**config.mk**
```make
export PLATFORM = sky130hd
export DESIGN_NAME = vx_issue_sched
export DESIGN_NICKNAME = d
export VERILOG_FILES = /design/src/rtl/vx_issue_sched.sv
export SDC_FILE = /design/constraint.sdc
export NUM_CORES = 1
export LEC_CHECK = 0
export BUFFER_PORTS_ARGS = -buffer_cell sky130_fd_sc_hd__buf_2
export CAP_MARGIN = 20
export CELL_PAD_IN_SITES_DETAIL_PLACEMENT = 0
export CELL_PAD_IN_SITES_GLOBAL_PLACEMENT = 1
export CORE_AREA = 2 2 98 100
export CTS_CLUSTER_SIZE = 10
export DETAILED_ROUTE_END_ITERATION = 12
export DIE_AREA = 0 0 100 102
export PLACE_DENSITY = 0.88
export SLEW_MARGIN = 5
export SYNTH_ARGS = -nofsm -noshare
export SYNTH_HDL_FRONTEND = slang
export SYNTH_SLANG_ARGS = --single-unit
```
**constraint.sdc**
```tcl
create_clock -name clk -period 4.3 [get_ports clk]
set_input_delay 0.86 -clock clk [delete_from_list [all_inputs] [get_ports clk]]
set_output_delay 0.86 -clock clk [all_outputs]
set_load 0.02 [all_outputs]
```
**src/rtl/vx_issue_sched.sv**
```systemverilog
// Per-core warp issue scheduler: picks one eligible warp per cycle (aging override, then
// round-robin) into a registered issue slot, and counts cycles lost to no eligible warp.
module vx_issue_sched #(
  parameter int unsigned NUM_WARPS     = 4,
  parameter int unsigned NUM_EX        = 5,
  parameter int unsigned EX_BITS       = 3,
  parameter int unsigned AGE_MAX       = 15,
  parameter int unsigned PERF_CTR_BITS = 44,
  localparam int unsigned WidBits      = (NUM_WARPS > 1) ? $clog2(NUM_WARPS) : 1,
  localparam int unsigned AgeBits      = $clog2(AGE_MAX + 1)
) (
  input  logic                         clk,
  input  logic                         reset,
  input  logic [NUM_WARPS-1:0]         warp_valid,
  input  logic [NUM_WARPS*EX_BITS-1:0] warp_ex_type,
  input  logic [NUM_WARPS-1:0]         warp_sb_ready,
  input  logic [NUM_EX-1:0]            ex_ready,
  output logic [NUM_WARPS-1:0]         warp_pop,
  output logic                         issue_valid,
  output logic [WidBits-1:0]           issue_wid,
  input  logic                         issue_ready,
  output logic [PERF_CTR_BITS-1:0]     stall_cnt
);

  logic                     issue_valid_q;
  logic [WidBits-1:0]       issue_wid_q;
  logic [WidBits-1:0]       rr_q;
  logic [AgeBits-1:0]       age_q [NUM_WARPS];
  logic [PERF_CTR_BITS-1:0] stall_q;

  logic [NUM_WARPS-1:0] ex_ok;
  logic [NUM_WARPS-1:0] elig;
  logic                 load;
  logic                 grant_valid;
  logic [WidBits-1:0]   grant_id;

  // An ex_type with no matching unit never sets ex_ok, so the warp stays ineligible.
  always_comb begin
    ex_ok = '0;
    for (int unsigned w = 0; w < NUM_WARPS; w++) begin
      for (int unsigned e = 0; e < NUM_EX; e++) begin
        if (warp_ex_type[w*EX_BITS +: EX_BITS] == EX_BITS'(e)) ex_ok[w] = ex_ready[e];
      end
    end
  end

  assign elig        = warp_valid & warp_sb_ready & ex_ok;
  assign load        = !issue_valid_q || issue_ready;
  assign grant_valid = load && (elig != '0);

  always_comb begin
    logic        hit;
    int unsigned idx;
    hit      = 1'b0;
    idx      = 0;
    grant_id = '0;
    for (int unsigned w = 0; w < NUM_WARPS; w++) begin
      if (!hit && elig[w] && age_q[w] == AgeBits'(AGE_MAX)) begin
        hit      = 1'b1;
        grant_id = WidBits'(w);
      end
    end
    for (int unsigned k = 0; k < NUM_WARPS; k++) begin
      idx = (int'(rr_q) + k) % NUM_WARPS;
      if (!hit && elig[idx]) begin
        hit      = 1'b1;
        grant_id = WidBits'(idx);
      end
    end
  end

  // Gated by reset so the ibuffer never pops a head that the dropped slot would lose.
  assign warp_pop = (grant_valid && reset) ? (NUM_WARPS'(1) << grant_id) : '0;

  always_ff @(posedge clk or negedge reset) begin
    if (!reset) begin
      issue_valid_q <= 1'b0;
      issue_wid_q   <= '0;
      rr_q          <= '0;
      stall_q       <= '0;
      for (int unsigned w = 0; w < NUM_WARPS; w++) age_q[w] <= '0;
    end else begin
      if (grant_valid) begin
        issue_valid_q <= 1'b1;
        issue_wid_q   <= grant_id;
        rr_q          <= WidBits'((int'(grant_id) + 1) % NUM_WARPS);
      end else if (load) begin
        issue_valid_q <= 1'b0;
      end
      if (load && (elig == '0) && (warp_valid != '0)) begin
        stall_q <= stall_q + PERF_CTR_BITS'(1);
      end
      for (int unsigned w = 0; w < NUM_WARPS; w++) begin
        if ((grant_valid && grant_id == WidBits'(w)) || !elig[w]) begin
          age_q[w] <= '0;
        end else if (grant_valid && age_q[w] != AgeBits'(AGE_MAX)) begin
          age_q[w] <= age_q[w] + AgeBits'(1);
        end
      end
    end
  end

  assign issue_valid = issue_valid_q;
  assign issue_wid   = issue_wid_q;
  assign stall_cnt   = stall_q;

endmodule

```
==> results_tabular.tex, run 1 <==
\begin{tabular}{lr}
\hline
Metric & Value \\
\hline
\multicolumn{2}{l}{\textbf{Place}} \\
\quad IO buf count & a little under 80 \\
\quad Placed wire-length estimate after detailed placement & around 6200 µm \\
\quad Placed Cells & around 550 \\
\quad Gp weighted congestion & 0.8437 \\
\multicolumn{2}{l}{\textbf{Synthesis}} \\
\quad Biggest area contributors in the synthesized netlist & sky130\_fd\_sc\_hd\_\_dfrtp\_1 (45\%), sky130\_fd\_sc\_hd\_\_xnor2\_1 (7.3\%), sky130\_fd\_sc\_hd\_\_nand3\_1 (5.4\%) \\
\quad Proportion of netlist area held by the largest area contributor & 45.28\% \\
\quad Synthesized flop and latch total & 65 \\
\quad Cell variety after synth & 55 \\
\quad Combinational family with the most area after synthesis & simple AND/OR/NAND/NOR gates \\
\quad Synth Area in Compound Gates & under 10\% \\
\quad Top cell type by total area after synthesis & sky130\_fd\_sc\_hd\_\_dfrtp\_1 \\
\quad Async set or reset register ratio after synthesis & 100.0\% \\
\quad Post-synthesis share of cell area spent on xor and xnor gates & about an eighth \\
\quad Number of instances in the synthesized netlist & between 300 and 400 \\
\quad Simple-gate share of the synthesized area & between 20\% and 30\% \\
\quad Summed instance area of the synthesized netlist & between 3000 and 4000 µm² \\
\quad Yosys warnings & 0 \\
\quad Adder and majority cell fraction of the synthesized area & 3.135\% \\
\quad Net count of the mapped netlist & between 300 and 400 \\
\quad Share of synthesized area spent on multiplexers & between 4 and 5\% \\
\quad Syn Area/Cell & a little over 10 µm² \\
\quad Leading register cell type out of synthesis & sky130\_fd\_sc\_hd\_\_dfrtp\_1 \\
\quad Most repeated cell in the gate-level netlist after synthesis & sky130\_fd\_sc\_hd\_\_dfrtp\_1 \\
\quad Number of flops mapped to enable cells by yosys & 0 \\
\quad Synth cell count leaders & sky130\_fd\_sc\_hd\_\_dfrtp\_1 (65), sky130\_fd\_sc\_hd\_\_nand3\_1 (39), sky130\_fd\_sc\_hd\_\_nand2\_1 (34) \\
\quad Sequential fraction of the synthesis area & between 40\% and 50\% \\
\multicolumn{2}{l}{\textbf{GRT}} \\
\quad Global routing usage summed across all routing layers & $\sim$17\% \\
\quad First-pass GRT wire length & between 10000 and 15000 µm \\
\quad Antenna violations before repair & 0 \\
\quad Vias in the first global route & just under 3000 \\
\quad Total global routing overflow & 0 \\
\quad Pin count of the biggest net entering global routing & 53 \\
\multicolumn{2}{l}{\textbf{Floorplanning}} \\
\quad Standard cell core area & just over 9000 µm² \\
\quad Overall die area & around 10000 µm² \\
\quad Top Ports & around 80 \\
\quad Effective utilization at floorplan & about two fifths \\
\quad Width of the chip & about 100 µm \\
\quad Standard-cell rows & 35 \\
\quad Vert. Die Dim & around 100 µm \\
\multicolumn{2}{l}{\textbf{Worst setup path}} \\
\quad Nature of the critical path endpoint & output pin \\
\quad Crit-path leading delay family & multiplexers \\
\quad Number of cell instances on the worst register-to-register path & 7 \\
\quad Crit path depth & 11 \\
\quad Buffering stage count on the worst path with inverters included & 2 \\
\quad Nature of the critical path startpoint & primary input \\
\quad Arrival time reported for the critical path endpoint & roughly 3.4 ns \\
\quad Required @ worst endpoint & approximately 3.4 ns \\
\quad Type of the setup path with the least slack & primary input to output pin \\
\quad Delay of the slowest cell on the worst path & roughly 0.5 ns \\
\quad Critical Path Fanout Max & 3 \\
\quad Ordered cell list for the critical path & buf\_8 > mux4\_2 > a21oi\_2 > or2\_1 > nand2\_1 > mux4\_2 > o21a\_1 > or3\_4 > ha\_4 > and3\_4 > buf\_6 \\
\quad Highest-delay cell along the critical path & sky130\_fd\_sc\_hd\_\_mux4\_2 \\
\quad Most common cell type on the critical path & sky130\_fd\_sc\_hd\_\_mux4\_2 \\
\multicolumn{2}{l}{\textbf{Drt}} \\
\quad Remaining DRCs & 0 \\
\quad Final ANT Viol Nets & 0 \\
\quad Via total after detailed routing & around 3000 \\
\quad Mean number of vias per cell & around 5.3 \\
\quad WL/cell & $\sim$15 µm \\
\quad Number of detailed-route iterations in the first pass & 4 \\
\quad Number of violations reported at the end of detailed-routing iteration 0 & between 90 and 100 \\
\quad Routed WL & around 8500 µm \\
\multicolumn{2}{l}{\textbf{Finish}} \\
\quad Final net count & just under 500 \\
\quad N\_diodes & 0 \\
\quad Layout-stage area growth over the synthesis result & 26.54\% \\
\quad Utilization after layout & about half \\
\quad Non-filler instance count after layout & 569 \\
\quad Fraction of layout cells with a size suffix above 1 & 29.91\% \\
\quad Filler cells & 858 \\
\multicolumn{2}{l}{\textbf{Power and ir drop}} \\
\quad Leakage & between 2 and 2.5 nW \\
\quad Total power divided by cell area & between 400 and 500 nW/µm² \\
\quad Maximum resistive drop on vdd & roughly 0.15 mV \\
\multicolumn{2}{l}{\textbf{Run}} \\
\quad Max-Cap Viols & 0 \\
\multicolumn{2}{l}{\textbf{Timing}} \\
\quad Slew of the pin with the lowest slew margin & around 0.66 ns \\
\quad Post-Route Skew & 0.01113 ns \\
\quad Final setup violation count & 0 \\
\quad Setup repair after global routing missed its margin & yes \\
\quad Number of failing hold endpoints at the final stage & 0 \\
\quad Number of max-slew violations in the final report & 0 \\
\quad Slew headroom & 56.05\% \\
\quad Hold Worst Slack & around 0.45 ns \\
\quad TNS Setup & 0 ns \\
\quad Clock period minus final worst setup slack & 4.253 ns \\
\quad Achievable clock frequency & about 0.24 GHz \\
\quad Post-route clock period utilization & a little under 100\% \\
\multicolumn{2}{l}{\textbf{Clock tree}} \\
\quad Number of buffers inserted during clock tree synthesis & 9 \\
\quad Clock-pin slew reported for the worst setup and hold paths after clock tree synthesis & approximately 0.07 ns \\
\quad Maximum clock path buffer count & 2 \\
\quad Number of buffers added to fix hold violations after cts & 0 \\
\quad CTS Root Cell & sky130\_fd\_sc\_hd\_\_clkbuf\_8 \\
\quad H-tree depth reported by CTS & 3 \\
\quad Total number of clock tree sinks & 65 \\
\quad Clock tree from TritonCTS & yes \\
\quad Clock latency of the later-clocked register in the worst-skew pair & 0.35 ns \\
\multicolumn{2}{l}{\textbf{Hold path}} \\
\quad Min-delay worst type & primary input to async pin \\
\multicolumn{2}{l}{\textbf{Run status}} \\
\quad Run status & finished, final reports clean \\
\hline
\end{tabular}
[routing by layer]
metal / track usage [%] / part of all wire [%] / up-vias
met5: 0 / 0 / -
met4: 5.796 / 1.4 / 0
met3: 3.010 / 3.2 / 10
met2: 27.60 / 48 / 60
met1: 23.19 / 48 / 1494
li1: - / - / 1477
[worst reg2reg max path, cell delays in order (launching register included)]
cell	delay, ns
sky130_fd_sc_hd__dfrtp_1	0.45
sky130_fd_sc_hd__and4_1	0.31
sky130_fd_sc_hd__and3_1	0.36
sky130_fd_sc_hd__nand4_2	0.18
sky130_fd_sc_hd__or3_4	0.37
sky130_fd_sc_hd__or3_1	0.45
sky130_fd_sc_hd__nor4b_2	0.31
sky130_fd_sc_hd__xor2_1	0.18
[power by group]
part / internal, W / leakage [nW] / switching [W]
combinational: 0.000195 / 1.16 / 0.000273
sequential: 0.000668 / 0.871 / 0.0000839
clock: 0.000344 / 0.113 / 0.000258
total: 0.00121 / 2.14 / 0.000615
[through the flow]
step	cell area (µm²)	setup WS [ns]	total power [W]
global route	4546	-0.04986	0.001915
detailed placement	4209	-0.06276	0.001188
global placement	4209	-0.05409	0.001177
floorplan	3592	0.1891	0.001021
finish	4546	0.04685	0.001823
CTS	4454	0.0004265	0.001814
[cells by family (layout without fill, tap and decap cells)]
group                    after synthesis  after routing
buffers and inverters                 17            121
AND/OR/NAND/NOR                      168            168
flip-flops                            65             65
multiplexers                          12             12
XOR/XNOR                              51             51
adder cells (fa/ha/maj)                9              9
AO/OA/AOI/OAI                         32             32
[cells in the final DEF, fill, tap and decap left out, types with 3 or more instances in the layout]
cell type and instances:
sky130_fd_sc_hd__or3_1 8, sky130_fd_sc_hd__a21oi_1 9, sky130_fd_sc_hd__buf_6 4, sky130_fd_sc_hd__clkbuf_8 10, sky130_fd_sc_hd__inv_1 8, sky130_fd_sc_hd__nand3_1 39, sky130_fd_sc_hd__buf_4 19, sky130_fd_sc_hd__dfrtp_1 65
sky130_fd_sc_hd__buf_2 73, sky130_fd_sc_hd__o21ai_0 7, sky130_fd_sc_hd__xnor2_1 30, sky130_fd_sc_hd__and4_1 5, sky130_fd_sc_hd__nor3_1 9, sky130_fd_sc_hd__mux2i_1 6, sky130_fd_sc_hd__nand4_1 9, sky130_fd_sc_hd__nor4_2 4
sky130_fd_sc_hd__xor2_1 21, sky130_fd_sc_hd__nand3b_1 4, sky130_fd_sc_hd__nand2_1 34, sky130_fd_sc_hd__ha_1 7, sky130_fd_sc_hd__mux2_2 3, sky130_fd_sc_hd__nor2_1 18, sky130_fd_sc_hd__and3_1 10, sky130_fd_sc_hd__nand2b_1 4
[timing repair]
item                                    4_1_cts  5_1_grt
pin swaps                                     3        9
endpoints found under the setup margin        2        4
gates resized for setup                       3       15
buffers inserted                              1        1
[final cells by class]
type	instances	area [µm²]	area share [%]
sequential	65	1627	35.78
clock inverter	6	90.09	1.982
multi-input combinational	272	1954	42.99
clock buffer	10	137.6	3.028
tap	111	138.9	3.055
timing repair buffer	97	568.0	12.50
inverter	8	30.03	0.6606
[flip-flops by register name, indices dropped and copies added (netlist names)]
register,flops
rr_q,2
issue_valid,1
age_q,16
issue_wid,2
stall_cnt,44
[final timing paths]
| path | startpoint | slack (ns) | endpoint |
|---|---|---|---|
| setup / recovery | warp_ex_type[6] | 0.05 | warp_pop[0] |
| hold / removal | reset | 0.45 | age_q[9]$_DFFE_PN0P_ |
| setup reg to reg | stall_cnt[5]$_DFFE_PN0P_ | 1.61 | stall_cnt[41]$_DFFE_PN0P_ |
| hold reg to reg | stall_cnt[43]$_DFFE_PN0P_ | 0.46 | stall_cnt[43]$_DFFE_PN0P_ |
| max in group asynchronous | reset | 2.84 | age_q[1]$_DFFE_PN0P_ |
| min in group clk | stall_cnt[43]$_DFFE_PN0P_ | 0.46 | stall_cnt[43]$_DFFE_PN0P_ |
No activity file was read; power rests on OpenSTA's default activity.
==> inputs of run 2 (changes only) <==
Settings changed: CORE_AREA 2 2 98 100 to 2 2 96 98, DIE_AREA 0 0 100 102 to 0 0 98 100, MAX_ROUTING_LAYER set to met4, PLACE_DENSITY 0.88 to 0.91.
==> results_tabular.tex, run 2 (synthesis gave the netlist of run 1 again) <==
\begin{tabular}{lr}
\hline
Metric & Value \\
\hline
\multicolumn{2}{l}{\textbf{Drt}} \\
\quad Number of detailed-route iterations in the first pass & 4 (unchanged) \\
\quad Routed WL & 8376 µm (-1.6\%) \\
\quad Remaining DRCs & 0 (unchanged) \\
\quad Number of violations reported at the end of detailed-routing iteration 0 & 128 (+39\%) \\
\quad Mean number of vias per cell & 5.399 (+1.0\%) \\
\quad Via total after detailed routing & 3061 (+0.66\%) \\
\quad WL/cell & 14.77 µm (-1.3\%) \\
\quad Final ANT Viol Nets & 0 (unchanged) \\
\multicolumn{2}{l}{\textbf{Worst setup path}} \\
\quad Reg-to-reg endpoint & stall\_cnt[41]\$\_DFFE\_PN0P\_ \\
\quad Buffering stage count on the worst path with inverters included & 2 (unchanged) \\
\quad Highest-delay cell along the critical path & sky130\_fd\_sc\_hd\_\_mux4\_2 \\
\quad Register-to-Register Setup Slack & 1.61 ns (about the same) \\
\quad Delay of the slowest cell on the worst path & 0.50 ns (about the same) \\
\quad Arrival time reported for the critical path endpoint & 3.40 ns (about the same) \\
\quad Type of the setup path with the least slack & primary input to output pin \\
\quad Critical Path Fanout Max & 4 (+1) \\
\quad Required @ worst endpoint & 3.44 ns (about the same) \\
\quad Startpoint of the worst register-to-register path & stall\_cnt[5]\$\_DFFE\_PN0P\_ \\
\quad Ordered cell list for the critical path & buf\_6 > mux4\_2 > a21oi\_2 > or2\_4 > nand2\_2 > mux4\_2 > o21a\_1 > or3\_4 > ha\_4 > and3\_4 > buf\_6 \\
\quad Crit path depth & 11 (unchanged) \\
\quad Crit-path leading delay family & multiplexers \\
\quad Number of cell instances on the worst register-to-register path & 7 (unchanged) \\
\quad Nature of the critical path endpoint & output pin \\
\quad Nature of the critical path startpoint & primary input \\
\multicolumn{2}{l}{\textbf{Clock tree}} \\
\quad Clock latency of the later-clocked register in the worst-skew pair & 0.35 ns (about the same) \\
\quad Number of buffers inserted during clock tree synthesis & 9 (unchanged) \\
\quad Total number of clock tree sinks & 65 (unchanged) \\
\quad Clock-pin slew reported for the worst setup and hold paths after clock tree synthesis & 0.07 ns (about the same) \\
\quad Clock tree from TritonCTS & yes \\
\quad CTS Root Cell & sky130\_fd\_sc\_hd\_\_clkbuf\_8 \\
\quad H-tree depth reported by CTS & 3 (unchanged) \\
\quad Number of buffers added to fix hold violations after cts & 0 (unchanged) \\
\quad Maximum clock path buffer count & 2 (unchanged) \\
\multicolumn{2}{l}{\textbf{Finish}} \\
\quad Final net count & 488 (-0.41\%) \\
\quad Filler cells & 817 (-4.8\%) \\
\quad N\_diodes & 0 (unchanged) \\
\quad Most common library cell in the layout ignoring fill and taps & sky130\_fd\_sc\_hd\_\_buf\_2 \\
\quad Seq. cell area & 1627 µm² (unchanged) \\
\quad Utilization after layout & 50.58\% (+0.68 points) \\
\quad Flip-flop count of the largest register after layout & 44 (unchanged) \\
\quad Layout-stage area growth over the synthesis result & 25.18\% \\
\quad Design area & 4497 µm² (-1.1\%) \\
\quad Fraction of layout cells with a size suffix above 1 & 30.04\% (+0.13 points) \\
\quad Footprint of the multi-input gates & 1951 µm² (-0.19\%) \\
\quad Most frequent cells in the layout & sky130\_fd\_sc\_hd\_\_buf\_2 (72), sky130\_fd\_sc\_hd\_\_dfrtp\_1 (65), sky130\_fd\_sc\_hd\_\_nand3\_1 (39) \\
\quad Non-filler instance count after layout & 567 (-0.35\%) \\
\multicolumn{2}{l}{\textbf{Run status}} \\
\quad Run status & finished, final reports clean \\
\multicolumn{2}{l}{\textbf{Floorplanning}} \\
\quad Standard cell core area & 8890 µm² (-2.4\%) \\
\quad Standard-cell rows & 35 (unchanged) \\
\quad Effective utilization at floorplan & 40.41\% (+0.97 points) \\
\quad Top Ports & 79 (unchanged) \\
\quad Overall die area & 9800 µm² (-3.9\%) \\
\quad Width of the chip & 98 µm (-2.0\%) \\
\quad Vert. Die Dim & 100 µm (-2.0\%) \\
\multicolumn{2}{l}{\textbf{Timing}} \\
\quad Final worst-path setup slack & 0.04419 ns (-0.002651 ns) \\
\quad Number of max-slew violations in the final report & 0 (unchanged) \\
\quad Final setup violation count & 0 (unchanged) \\
\quad Post-Route Skew & 0.009342 ns (-0.001784 ns) \\
\quad Number of failing hold endpoints at the final stage & 0 (unchanged) \\
\quad Hold Worst Slack & 0.3180 ns (-0.1357 ns) \\
\quad Slew of the pin with the lowest slew margin & 0.8007 ns (+0.1415 ns) \\
\quad Clock period minus final worst setup slack & 4.256 ns (+0.002650 ns) \\
\quad Slew headroom & 46.62\% (-9.4 points) \\
\quad Setup repair after global routing missed its margin & yes \\
\quad Achievable clock frequency & 0.2350 GHz (about the same) \\
\quad Post-route clock period utilization & 98.97\% (about the same) \\
\multicolumn{2}{l}{\textbf{Place}} \\
\quad Gp weighted congestion & 0.8601 (+1.9\%) \\
\quad Placed wire-length estimate after detailed placement & 5913 µm (-4.5\%) \\
\quad Cell area after placement & 4172 µm² (-0.89\%) \\
\quad Placed Cells & 546 (-0.91\%) \\
\quad IO buf count & 78 (unchanged) \\
\quad Worst slack after detailed placement & -0.04334 ns (+0.01943 ns) \\
\multicolumn{2}{l}{\textbf{Power and ir drop}} \\
\quad Total power divided by cell area & 387.0 nW/µm² (-3.5\%) \\
\quad Leakage & 2.118 nW (-1.2\%) \\
\quad Maximum resistive drop on vdd & 0.1814 mV (+25\%) \\
\multicolumn{2}{l}{\textbf{GRT}} \\
\quad Pin count of the biggest net entering global routing & 65 (+23\%) \\
\quad Total global routing overflow & 0 (unchanged) \\
\quad Vias in the first global route & 2983 (+0.34\%) \\
\quad Global routing usage summed across all routing layers & 17.75\% (+0.74 points) \\
\quad Antenna violations before repair & 0 (unchanged) \\
\quad First-pass GRT wire length & 13790 µm (-1.5\%) \\
\multicolumn{2}{l}{\textbf{Run}} \\
\quad Max-Cap Viols & 0 (unchanged) \\
\multicolumn{2}{l}{\textbf{Hold path}} \\
\quad Min-delay worst type & primary input to async pin \\
\hline
\end{tabular}
## run 2: power by group
group | internal [W] | switching (W) | leakage (nW)
registers | 0.000668 | 0.0000849 | 0.871
clock network | 0.000266 | 0.000252 | 0.0912
logic | 0.000196 | 0.000273 | 1.16
## run 2: per-layer routing
metal	global-route usage, %	share of wire [%]	vias up
li1	-	-	1467
met1	23.02	46	1503
met2	27.71	49	84
met3	3.412	4.9	7
met4	6.944	0.59	0
met5	-	0	-
## run 2: worst reg2reg max path: stages (launching register included)
cell                      delay [ns]
sky130_fd_sc_hd__dfrtp_1        0.45
sky130_fd_sc_hd__and4_1         0.29
sky130_fd_sc_hd__and3_1         0.35
sky130_fd_sc_hd__nand4_2        0.18
sky130_fd_sc_hd__or3_4          0.37
sky130_fd_sc_hd__or3_1          0.45
sky130_fd_sc_hd__nor4b_2        0.35
sky130_fd_sc_hd__xor2_1         0.18
## run 2: worst max path at each step
| stage | start | end |
|---|---|---|
| after floorplan | warp_ex_type[6] | warp_pop[1] |
| after global placement | warp_ex_type[6] | warp_pop[1] |
| after detailed placement | warp_ex_type[6] | warp_pop[1] |
| after CTS | warp_ex_type[6] | warp_pop[1] |
| after global routing | ex_ready[0] | warp_pop[0] |
| final | warp_ex_type[6] | warp_pop[0] |
## run 2: final cells by class
class | instances | share of cell area (%)
Multi-Input combinational cell | 272 | 43.38
Sequential cell | 65 | 36.17
Timing Repair Buffer | 95 | 12.35
Tap cell | 111 | 3.088
Clock buffer | 9 | 2.755
Clock inverter | 7 | 1.586
Inverter | 8 | 0.6678
## run 2: repair_timing
item | 4_1_cts | 5_1_grt
setup endpoints to repair | 2 | 4
pin swaps | 1 | 8
buffers inserted | 0 | 5
gates resized for setup | 2 | 19
## run 2: through the flow
stage | setup TNS [ns] | total power, W
floorplan | 0 | 0.001021
global placement | -0.05273 | 0.001167
detailed placement | -0.08337 | 0.001179
CTS | 0 | 0.001709
global route | -0.1293 | 0.001837
finish | 0 | 0.001740
